===== src/rtl/clock_group_pkg.sv =====
// clock_group_pkg
// Shared definitions for the clock-group reset sequencer:
//   - seq_state_t   : sequencer state encoding
//   - clog2         : ceiling log2 (clog2(1) = 0)
//   - member_width  : width of a member index, never below 1 bit
//   - counter_width : width of the hold/lead delay counter
//   - params_ok     : legality check for the sequencer parameters
package clock_group_pkg;

  typedef enum logic [2:0] {
    BOOT_HOLD = 3'd0,
    BOOT_GAP  = 3'd1,
    IDLE      = 3'd2,
    SOFT_HOLD = 3'd3,
    SOFT_GAP  = 3'd4
  } seq_state_t;

  function automatic int unsigned clog2(input int unsigned value);
    int unsigned result;
    int unsigned v;
    result = 0;
    v = (value > 0) ? value - 1 : 0;
    while (v > 0) begin
      result++;
      v = v >> 1;
    end
    return result;
  endfunction

  function automatic int unsigned member_width(input int unsigned n_members);
    return (n_members <= 1) ? 1 : clog2(n_members);
  endfunction

  function automatic int unsigned counter_width(input int unsigned hold_cycles,
                                                input int unsigned lead_cycles);
    int unsigned longest;
    longest = (hold_cycles > lead_cycles) ? hold_cycles : lead_cycles;
    return (clog2(longest + 1) < 1) ? 1 : clog2(longest + 1);
  endfunction

  function automatic bit params_ok(input int unsigned n_members,
                                   input int unsigned hold_cycles,
                                   input int unsigned lead_cycles);
    return (n_members >= 1) && (hold_cycles >= 1) && (lead_cycles >= 1);
  endfunction

endpackage


===== src/rtl/clock_group_delay_counter.sv =====
// clock_group_delay_counter
// Loadable down-counter timing the hold and lead phases of the sequencer.
// Ports:
//   clock, reset : sole clock, asynchronous active-high reset (count -> 0)
//   load         : load load_value on the next edge (has priority)
//   load_value   : count to load
//   expire       : count has reached 1, i.e. the timed phase ends this edge
// The count decrements towards zero and stops there; it never wraps.
module clock_group_delay_counter #(
  parameter int unsigned WIDTH = 3
) (
  input  logic             clock,
  input  logic             reset,
  input  logic             load,
  input  logic [WIDTH-1:0] load_value,
  output logic             expire
);

  logic [WIDTH-1:0] count;

  always_ff @(posedge clock or posedge reset) begin
    if (reset) begin
      count <= '0;
    end else if (load) begin
      count <= load_value;
    end else if (count != '0) begin
      count <= count - 1'b1;
    end
  end

  assign expire = (count == WIDTH'(1));

endmodule


===== src/rtl/clock_group_reset_sequencer.sv =====
// clock_group_reset_sequencer
// Drives per-member reset and clock enable for one clock group. After global
// reset, members are brought up one at a time in index order (clock enable
// first, reset released HOLD_CYCLES later, LEAD_CYCLES gap before the next
// member). In IDLE it accepts soft-reset requests for one member, optionally
// cascading to every higher-indexed member.
// Ports:
//   clock, reset         : sole clock, asynchronous active-high reset
//   io_req_valid         : soft-reset request
//   io_req_member        : target member index
//   io_req_ready         : high only in IDLE; valid && ready accepts a request
//   out_member_reset     : per-member reset, active-high
//   out_member_clock_en  : per-member clock enable (never cleared after boot)
//   io_busy              : a boot or soft sequence is in progress
//   io_done              : one-cycle pulse on the edge that enters IDLE
module clock_group_reset_sequencer
  import clock_group_pkg::*;
#(
  parameter int unsigned N_MEMBERS   = 2,
  parameter int unsigned HOLD_CYCLES = 4,
  parameter int unsigned LEAD_CYCLES = 2,
  parameter bit          CASCADE     = 1'b0
) (
  input  logic                                 clock,
  input  logic                                 reset,
  input  logic                                 io_req_valid,
  input  logic [member_width(N_MEMBERS)-1:0]   io_req_member,
  output logic                                 io_req_ready,
  output logic [N_MEMBERS-1:0]                 out_member_reset,
  output logic [N_MEMBERS-1:0]                 out_member_clock_en,
  output logic                                 io_busy,
  output logic                                 io_done
);

  localparam int unsigned MW    = member_width(N_MEMBERS);
  localparam int unsigned CNT_W = counter_width(HOLD_CYCLES, LEAD_CYCLES);

  localparam logic [MW-1:0]    LAST      = MW'(N_MEMBERS - 1);
  localparam logic [CNT_W-1:0] HOLD_LOAD = CNT_W'(HOLD_CYCLES);
  localparam logic [CNT_W-1:0] LEAD_LOAD = CNT_W'(LEAD_CYCLES);

  if (!params_ok(N_MEMBERS, HOLD_CYCLES, LEAD_CYCLES)) begin : g_param_check
    $error("clock_group_reset_sequencer: N_MEMBERS, HOLD_CYCLES and LEAD_CYCLES must all be >= 1");
  end

  seq_state_t       state;
  logic [MW-1:0]    cursor;
  logic [MW-1:0]    next_cursor;
  logic             at_last;
  logic             boot_entry;
  logic             req_fire;
  logic             req_in_range;
  logic             load;
  logic [CNT_W-1:0] load_value;
  logic             expire;

  // When the index width can only express legal members the range check
  // folds to constant true.
  if (N_MEMBERS >= (2 ** MW)) begin : g_range_full
    assign req_in_range = 1'b1;
  end else begin : g_range_check
    assign req_in_range = (io_req_member < MW'(N_MEMBERS));
  end

  assign io_req_ready = (state == IDLE);
  assign req_fire     = io_req_ready && io_req_valid;
  assign at_last      = (cursor == LAST);
  assign next_cursor  = cursor + 1'b1;

  // The only way to sit in BOOT_HOLD with the cursor's clock enable still low
  // is straight out of reset; every later BOOT_HOLD entry sets that enable on
  // the transition edge. This marks the one cycle where the first hold count
  // still has to be loaded.
  assign boot_entry = (state == BOOT_HOLD) && !out_member_clock_en[cursor];

  // Counter loads are issued on the same edge as the state transition they
  // time, so the count is valid in the first cycle of each timed state.
  always_comb begin
    load       = 1'b0;
    load_value = '0;
    case (state)
      BOOT_HOLD: begin
        if (boot_entry) begin
          load       = 1'b1;
          load_value = HOLD_LOAD;
        end else if (expire && !at_last) begin
          load       = 1'b1;
          load_value = LEAD_LOAD;
        end
      end
      BOOT_GAP, SOFT_GAP: begin
        if (expire) begin
          load       = 1'b1;
          load_value = HOLD_LOAD;
        end
      end
      IDLE: begin
        if (req_fire && req_in_range) begin
          load       = 1'b1;
          load_value = HOLD_LOAD;
        end
      end
      SOFT_HOLD: begin
        if (expire && CASCADE && !at_last) begin
          load       = 1'b1;
          load_value = LEAD_LOAD;
        end
      end
      default: begin
        load       = 1'b0;
        load_value = '0;
      end
    endcase
  end

  clock_group_delay_counter #(
    .WIDTH (CNT_W)
  ) u_delay (
    .clock      (clock),
    .reset      (reset),
    .load       (load),
    .load_value (load_value),
    .expire     (expire)
  );

  always_ff @(posedge clock or posedge reset) begin
    if (reset) begin
      state               <= BOOT_HOLD;
      cursor              <= '0;
      out_member_reset    <= '1;
      out_member_clock_en <= '0;
      io_busy             <= 1'b1;
      io_done             <= 1'b0;
    end else begin
      io_done <= 1'b0;
      case (state)
        BOOT_HOLD: begin
          if (boot_entry) begin
            out_member_clock_en[cursor] <= 1'b1;
          end else if (expire) begin
            out_member_reset[cursor] <= 1'b0;
            if (at_last) begin
              state   <= IDLE;
              io_busy <= 1'b0;
              io_done <= 1'b1;
            end else begin
              state <= BOOT_GAP;
            end
          end
        end
        BOOT_GAP: begin
          if (expire) begin
            cursor                           <= next_cursor;
            out_member_clock_en[next_cursor] <= 1'b1;
            state                            <= BOOT_HOLD;
          end
        end
        IDLE: begin
          // Out-of-range requests are accepted by the handshake and dropped.
          if (req_fire && req_in_range) begin
            cursor  <= io_req_member;
            io_busy <= 1'b1;
            state   <= SOFT_HOLD;
            if (CASCADE) begin
              for (int unsigned i = 0; i < N_MEMBERS; i++) begin
                if (i >= 32'(io_req_member)) begin
                  out_member_reset[i] <= 1'b1;
                end
              end
            end else begin
              out_member_reset[io_req_member] <= 1'b1;
            end
          end
        end
        SOFT_HOLD: begin
          if (expire) begin
            out_member_reset[cursor] <= 1'b0;
            if (!CASCADE || at_last) begin
              state   <= IDLE;
              io_busy <= 1'b0;
              io_done <= 1'b1;
            end else begin
              state <= SOFT_GAP;
            end
          end
        end
        SOFT_GAP: begin
          if (expire) begin
            cursor <= next_cursor;
            state  <= SOFT_HOLD;
          end
        end
        default: begin
          state <= BOOT_HOLD;
        end
      endcase
    end
  end

endmodule


===== config.mk =====
export PLATFORM = sky130hd
export DESIGN_NAME = clock_group_reset_sequencer
export DESIGN_NICKNAME = d
export VERILOG_FILES = /design/src/rtl/clock_group_pkg.sv /design/src/rtl/clock_group_delay_counter.sv /design/src/rtl/clock_group_reset_sequencer.sv
export SDC_FILE = /design/constraint.sdc
export NUM_CORES = 1
export LEC_CHECK = 0
export BUFFER_PORTS_ARGS = -buffer_cell sky130_fd_sc_hd__buf_2
export CORE_MARGIN = 5
export CORE_UTILIZATION = 55
export CTS_CLUSTER_SIZE = 8
export DETAILED_ROUTE_END_ITERATION = 16
export PLACE_DENSITY_LB_ADDON = 0.12
export SLEW_MARGIN = 20
export SYNTH_ARGS = -nofsm -noshare
export SYNTH_HDL_FRONTEND = slang
export SYNTH_SLANG_ARGS = --single-unit

===== constraint.sdc =====
create_clock -name clock -period 2 [get_ports clock]
set_input_delay 0.3 -clock clock [delete_from_list [all_inputs] [get_ports clock]]
set_output_delay 0.3 -clock clock [all_outputs]
set_load 0.005 [all_outputs]

==> out/results.ini, run 1 <==
[clock_tree]
cts.hold.buffers_added=0
clk_latency_ns=0.28
post_cts_buffers=0
clockBufferDepth=2
htreeDepth=1
root_buffer=clkbuf_4
cts_buffers=3
path_clk_slew_ns=0.08
cts_resized=0
cts.sinks=12
cts_tree=built

[logic_synthesis]
async_flop_share_pct=100
syn_avg_cell_area_um2=9.14
netlist_top_cells_area=dfrtp_1 (27%), ha_1 (14%), dfstp_2 (9.5%), inv_1 (4.5%), nand3_1 (3.6%)
synth_fa_ha_area_share_pct=13.5
yosys.area.top_type=dfrtp_1
synth_seq_cells=12
yosysMostFrequentCell=inv_1
synth_edf_count=0
yosysUniqueCellTypes=32
synth-compound-area-share_pct=20.6
yosysWarnings=0
synth_flop_cell=dfrtp_1
yosys.area_share.simple_pct=15.6
synthTopCellsByCount=inv_1 (10), dfrtp_1 (9), ha_1 (9)
syn-cell-area_um2=832
synth_cells=91
synth-xor-area-share_pct=1.05
yosysSeqAreaShare_pct=36.5
post-synth-top-area-fraction_pct=27.1
synth_top_family_by_area=compound AO/OA/AOI/OAI gates
syn_nets=104
muxShareOfSynthArea_pct=5.11

[critical_path]
endpoint_kind=flop
crit_type=reg -> reg
r2r_cells=5
crit_fanout=12
worstSetupEndpoint=state[1]$_DFFE_PP0P_
reg2reg_slack_ns=0.24
start_kind=flop
cp-startpoint=state[0]$_DFFE_PP0P_
crit_arrival_ns=1.93
r2r_end=state[1]$_DFFE_PP0P_
cp.required_ns=2.17
crit-reg2reg-launch=state[0]$_DFFE_PP0P_

[placement]
place_congestion=0.832
place_ws_ns=0.319
place_hpwl_um=1190
portBuffers=10

[sta]
worstMarginPinSlew_ns=0.451
fin_crit_sh_pct=88.2
rsz0062_at_grt=no
relSlewSlack_pct=69.9
finClkSkew_ns=0.00554
setup_viol=0
tns_ns=0
hold_viol_final=0
max_freq_mhz=567
setup_slack_ns=0.236
slew_viol_final=0
period_needed_ns=1.76
fin_hold_ws_ns=0.00912

[cells_and_area]
area_delta_synth_final_pct=10.7
n_fill_cell=124
antennaDiodeCount=0
fin_nets=116
drive_gt1_share_pct=20.6

[floorplan]
die_w_um=48.9
coreArea_um2=1470
die_y_um=48.9
rows=14
start_util_pct=56.5
ios=11
die_area_um2=2390

[route]
wl_um=1540
num_vias=677
avgRoutedWirePerCell_um=13.1
drtPass1Iterations=4
vias_per_cell=5.74
ant_nets=0
drc=0
dr.first_iter.drc_count=7

[worst_hold_path]
hp-class=in -> async

[power_and_ir_drop]
power_density_nw_per_um2=1620
ir_drop_mv=1.02
total_power_mw=1.49
p_leak_nw=0.447

[global_routing]
grt-ovfl-total=0
antenna_found_initial=0
grt_pass1_wl_um=2720
grt_pass1_vias=612
grt_max_degree=13
grt.total_usage_pct=14.1

[run_status]
outcome=finished clean

[flow_run]
maxCapViolations=0

where the power goes:
part / internal (mW) / leakage (nW) / switching, mW / total, mW
clock: 0.111 / 0.0210 / 0.0888 / 0.200
combinational: 0.381 / 0.292 / 0.462 / 0.843
sequential: 0.362 / 0.134 / 0.0892 / 0.452
total: 0.854 / 0.447 / 0.640 / 1.49
per-stage QoR:
step	util (%)	std cells	area (um2)
floorplan	-	91	832
global placement	60.1	114	885
detailed placement	60.1	114	885
CTS	62.6	118	921
global route	62.6	118	921
finish	62.6	118	921
layout by cell type, fill, tap and decap left out, drive strengths merged:
master | netlist | routed
and2b | 1 | 1
nor3 | 2 | 2
o21bai | 1 | 1
a31oi | 3 | 3
a21oi | 4 | 4
a2111o | 1 | 1
o31ai | 2 | 2
o41ai | 1 | 1
o22ai | 2 | 2
nor2 | 4 | 4
a221oi | 1 | 1
ha | 9 | 9
dfrtp | 9 | 9
xnor2 | 1 | 1
a21boi | 1 | 1
mux2i | 2 | 2
nor2b | 1 | 1
dfstp | 3 | 3
mux2 | 2 | 2
clkbuf | 1 | 4
nand3 | 6 | 6
nand2 | 6 | 6
inv | 10 | 10
a211oi | 1 | 1
buf | 3 | 11
nand4 | 1 | 1
a21o | 1 | 1
o21ai | 6 | 6
nand2b | 4 | 4
o221ai | 1 | 1
nor3b | 1 | 1
how the worst min path moves through the flow:
stage	from	endpoint	cells past startpoint
final	reset	out_member_clock_en[1]$_DFFE_PP0P_	2
after global routing	reset	at_last$_DFFE_PP0P_	2
after floorplan	reset	at_last$_DFFE_PP0P_	1
after global placement	reset	state[0]$_DFFE_PP0P_	2
after CTS	reset	u_delay.count[1]$_DFFE_PP0P_	2
after detailed placement	reset	state[0]$_DFFE_PP0P_	2
registers in the layout, indices dropped and copies added (netlist names):
| register | cells |
|---|---|
| at_last | 1 |
| state | 2 |
| u_delay.count | 3 |
| out_member_clock_en | 2 |
| out_member_reset | 2 |
| io_done | 1 |
| io_busy | 1 |
layer usage:
metal | part of all wire [%] | track usage (%)
met1 | 50 | 18.9
met2 | 44 | 22.0
met3 | 4.5 | 3.06
met4 | 1.6 | 5.38
met5 | 0 | 0
critical path, cell delays in order (launching register included):
cell and delay, ns:
dfrtp_1 0.43, inv_1 0.10, ha_1 0.34, o31ai_1 0.30, nand3_1 0.18, mux2_2 0.30
kinds of logic after synthesis:
group,after synthesis
AOI/OAI and AO/OA,25
adders and majority gates,9
muxes,4
xor gates and xnor gates,1
buffers and inverters,14
and+or+nand+nor,26
DFF,12
cell type report:
| class | count | area [um2] | share of cell area (%) |
|---|---|---|---|
| multi-input combinational | 65 | 465 | 50.5 |
| sequential | 12 | 304 | 33.0 |
| timing repair buffer | 11 | 57.6 | 6.25 |
| inverter | 10 | 37.5 | 4.08 |
| clock buffer | 4 | 36.3 | 3.94 |
| tap | 16 | 20.0 | 2.17 |
No activity file was read; power rests on OpenSTA's default activity.
==> run 2: changes to the inputs <==
Settings changed: RECOVER_POWER set to 50.
==> out/results.ini, run 2 (same netlist as run 1, synthesis figures left out) <==
[cells_and_area]
fin_util_pct=62.4
fin_nets=116
largest_register_ffs=3
finalNonFillerCells=118
antennaDiodeCount=0
drive_gt1_share_pct=18.6
final_common_cell=inv_1
area_delta_synth_final_pct=10.4
final_cell_mix=inv_1 (10), ha_1 (9), dfrtp_1 (9), buf_2 (8)
top_register=u_delay.count

[clock_tree]
cts_resized=0
clk_latency_ns=0.28
cts_buffers=3
root_buffer=clkbuf_4
post_cts_buffers=0
cts_tree=built
clockBufferDepth=2
path_clk_slew_ns=0.08
htreeDepth=1
cts.hold.buffers_added=0
cts.sinks=12

[route]
wl_um=1540
avgRoutedWirePerCell_um=13.1
drtPass1Iterations=4
num_vias=677
ant_nets=0
vias_per_cell=5.74
drc=0
dr.first_iter.drc_count=7

[sta]
setup_slack_ns=0.236
period_needed_ns=1.76
slew_viol_final=0
worstMarginPinSlew_ns=0.451
setup_viol=0
finClkSkew_ns=0.00558
hold_viol_final=0
rsz0062_at_grt=no
max_freq_mhz=567
relSlewSlack_pct=69.9
fin_hold_ws_ns=0.00907
tns_ns=0
fin_crit_sh_pct=88.2

[placement]
place_ws_ns=0.319
place_hpwl_um=1190
portBuffers=10
placed_cells=114
place_congestion=0.832

[power_and_ir_drop]
switching_share_pct=42.9
p_leak_nw=0.445
ir_drop_mv=1.02
p_clk_share_pct=13.4
switchingPower_mw=0.640
p_comb_share_pct=56.4
power_density_nw_per_um2=1630
seq_power_share_pct=30.2
intPower_mw=0.854

[critical_path]
crit_type=reg -> reg
crit-reg2reg-launch=state[0]$_DFFE_PP0P_
cp.required_ns=2.17
endpoint_kind=flop
crit_arrival_ns=1.93
crit_fanout=12
start_kind=flop
cp-startpoint=state[0]$_DFFE_PP0P_

[global_routing]
grt.total_usage_pct=14.1
grt_max_degree=13
grt-ovfl-total=0
antenna_found_initial=0
grt_pass1_vias=612
grt_pass1_wl_um=2720

[floorplan]
start_util_pct=56.5
die_area_um2=2390
ios=11
rows=14
die_y_um=48.9
die_w_um=48.9
coreArea_um2=1470

[flow_run]
maxCapViolations=0

[worst_hold_path]
hp-class=in -> async

[run_status]
outcome=finished clean

-- run 2: changes by cell type in the layout (fill, tap and decap cells not counted), sizes merged --
cell,delta
buf,-2
clkbuf,+2
-- run 2: final cells by class --
type / instances / area, um2
fillers: 126 / 553
multi-input cells: 65 / 465
flip-flops and latches: 12 / 304
repair buffers: 11 / 55.1
inverters: 10 / 37.5
clock buffers: 4 / 36.3
well taps: 16 / 20.0
-- run 2: worst max-delay path: stages (launching register included) --
cell and delay (ns):
dfrtp_1 0.43, inv_1 0.10, ha_1 0.34, o31ai_1 0.30
nand3_1 0.18, mux2_2 0.30
-- run 2: path summary, 6_finish.rpt --
kind                                                      end  slack [ns]  depth (start not counted)
min                        out_member_clock_en[1]$_DFFE_PP0P_       0.009                          2
min in group clock            out_member_reset[0]$_DFFE_PP1P_        0.20                          2
max reg2reg                              state[1]$_DFFE_PP0P_        0.24                          5
min reg2reg                   out_member_reset[0]$_DFFE_PP1P_        0.48                          2
max                                      state[1]$_DFFE_PP0P_        0.24                          5
max in group asynchronous     out_member_reset[1]$_DFFE_PP1P_        1.66                          2
-- run 2: metrics by stage --
stage	power (mW)	cell area, um2
2_1_floorplan	1.12	832
3_3_place_gp	1.29	885
3_5_place_dp	1.29	885
4_1_cts	1.50	921
5_1_grt	1.64	918
6_report	1.49	918
-- run 2: power by group through the flow --
stage	registers [mW]	clock network (mW)	logic [mW]
floorplan	0.429	0	0.689
global placement	0.450	0	0.842
detailed placement	0.456	0	0.838
CTS	0.451	0.203	0.846
global route	0.469	0.216	0.955
finish	0.452	0.200	0.843
-- run 2: layer usage --
| metal | vias up | part of all wire (%) | global-route usage [%] |
|---|---|---|---|
| li1 | 346 | - | - |
| met1 | 313 | 50 | 18.9 |
| met2 | 13 | 44 | 22.0 |
| met3 | 5 | 4.6 | 3.06 |
| met4 | 0 | 1.6 | 5.38 |
| met5 | - | 0 | 0 |
==> run 3: changes to the inputs <==
Settings changed: SETUP_SLACK_MARGIN set to 0.3.
==> out/results.ini, run 3 (same netlist as run 1, synthesis figures left out) <==
[critical_path]
path_cells=buf_4 > ha_4 > buf_4 > buf_2
r2r_end=state[1]$_DFFE_PP0P_
crit-reg2reg-launch=state[0]$_DFFE_PP0P_
worst_path_largest_cell_delay_ns=0.43
cp_slowest_cell=dfrtp_2
critPathTopFamily=flip-flops
cp.required_ns=1.70
crit_fanout=7
worst_path_most_repeated_cell=buf_4
endpoint_kind=output port
crit_arrival_ns=1.31
path_buf_inv=3
r2r_cells=5
crit_type=reg -> out
reg2reg_slack_ns=0.41
start_kind=flop

[sta]
hold_viol_final=5
worstMarginPinSlew_ns=0.441
fin_crit_sh_pct=80.7
fin_hold_ws_ns=-0.00222
relSlewSlack_pct=70.5
period_needed_ns=1.61
rsz0062_at_grt=no
finClkSkew_ns=0.00401
tns_ns=0
max_freq_mhz=620
slew_viol_final=0
setup_viol=0

[clock_tree]
cts.hold.buffers_added=0
root_buffer=clkbuf_4
cts_tree=built
path_clk_slew_ns=0.08
clk_latency_ns=0.28
cts_buffers=3
htreeDepth=1
clockBufferDepth=2
cts.sinks=12

[global_routing]
grt_max_degree=13
grt_pass1_wl_um=2750
antenna_found_initial=0
grt-ovfl-total=0
grt.total_usage_pct=14.3
grt_pass1_vias=620

[placement]
portBuffers=10
place_hpwl_um=1190
place_area_um2=885
place_congestion=0.832
placed_cells=114

[route]
drc=0
highest_layer=met4
wl_met2_um=781
num_vias=683
avgRoutedWirePerCell_um=14.1
ant_nets=0
wl_met3_um=70
wl_met1_um=814
wl_um=1680
drtPass1Iterations=4
dr.first_iter.drc_count=14
vias_per_cell=5.74

[power_and_ir_drop]
ir_drop_mv=0.984
p_leak_nw=0.445
intPower_mw=0.918
total_power_mw=1.60
switchingPower_mw=0.682
power_density_nw_per_um2=1670
switching_share_pct=42.6
p_clk_share_pct=12.8
seq_power_share_pct=28.8
p_comb_share_pct=58.4

[floorplan]
rows=14
coreArea_um2=1470
start_util_pct=56.5
die_area_um2=2390
die_w_um=48.9
ios=11
die_y_um=48.9

[cells_and_area]
n_fill_cell=119
antennaDiodeCount=0
drive_gt1_share_pct=27.2
fin_nets=117
seqCellArea_um2=308
finalInstanceArea_um2=960
final_cell_mix=inv_1 (9), buf_2 (8)
final_common_cell=inv_1
top_register=u_delay.count
multi_input_area_um2=495
area_delta_synth_final_pct=15.3
finalNonFillerCells=119
largest_register_ffs=3

[worst_hold_path]
hp-class=in -> async

[run_status]
violations=negative hold slack
outcome=finished with violations

[flow_run]
maxCapViolations=0

-- run 3: changes by cell type in the layout (fill, tap and decap cells not counted), moves of 2 or more --
cell,change
dfrtp_1,-3
dfrtp_2,+3
ha_1,-3
ha_4,+2
-- run 3: repair_timing --
action / CTS / global route
endpoints found under the setup margin: 1 / 6
gates resized for setup: 1 / 9
setup buffers: 0 / 1
pin swaps: 0 / 1
endpoints found under the hold margin: 0 / 0
-- run 3: cell type report --
class | instances | area share (%)
well taps | 16 | 2.09
clock buffers | 4 | 3.78
repair buffers | 12 | 6.52
inverters | 10 | 3.91
flip-flops and latches | 12 | 32.1
multi-input cells | 65 | 51.6
-- run 3: metal layers --
| metal | GRT usage (%) | vias up |
|---|---|---|
| met5 | 0 | - |
| met4 | 5.38 | 0 |
| met3 | 3.06 | 3 |
| met2 | 23.0 | 20 |
| met1 | 18.5 | 310 |
| li1 | - | 350 |
-- run 3: power by group through the flow --
| stage | logic, mW | registers [mW] | clock network, mW |
|---|---|---|---|
| finish | 0.935 | 0.461 | 0.204 |
| global route | 1.05 | 0.480 | 0.219 |
| CTS | 0.853 | 0.451 | 0.203 |
| detailed placement | 0.838 | 0.456 | 0 |
| global placement | 0.842 | 0.450 | 0 |
| floorplan | 0.689 | 0.429 | 0 |
-- run 3: worst reg2reg max path: cells and delay by family (launching register included) --
kind,cells,cell delay (ns)
AO/OA/AOI/OAI,1,0.28
adder cells (fa/ha/maj),1,0.21
buffers and inverters,1,0.09
flip-flops,1,0.42
multiplexers,1,0.31
AND/OR/NAND/NOR,1,0.18
-- run 3: how the worst max path moves through the flow --
stage	depth (start not counted)	to	slack [ns]	start
6_report	4	io_req_ready	0.39	state[1]$_DFFE_PP0P_
5_1_grt	6	u_delay.count[1]$_DFFE_PP0P_	0.32	state[1]$_DFFE_PP0P_
4_1_cts	4	io_req_ready	0.30	state[0]$_DFFE_PP0P_
3_5_place_dp	5	state[1]$_DFFE_PP0P_	0.32	state[0]$_DFFE_PP0P_
3_3_place_gp	5	state[1]$_DFFE_PP0P_	0.35	state[0]$_DFFE_PP0P_
2_1_floorplan	6	state[1]$_DFFE_PP0P_	0.47	state[1]$_DFFE_PP0P_
-- run 3: stage by stage --
step	utilization (%)	setup slack, ns
2_1_floorplan	-	0.474
3_3_place_gp	60.1	0.351
3_5_place_dp	60.1	0.319
4_1_cts	62.8	0.297
5_1_grt	65.2	0.319
6_report	65.2	0.387
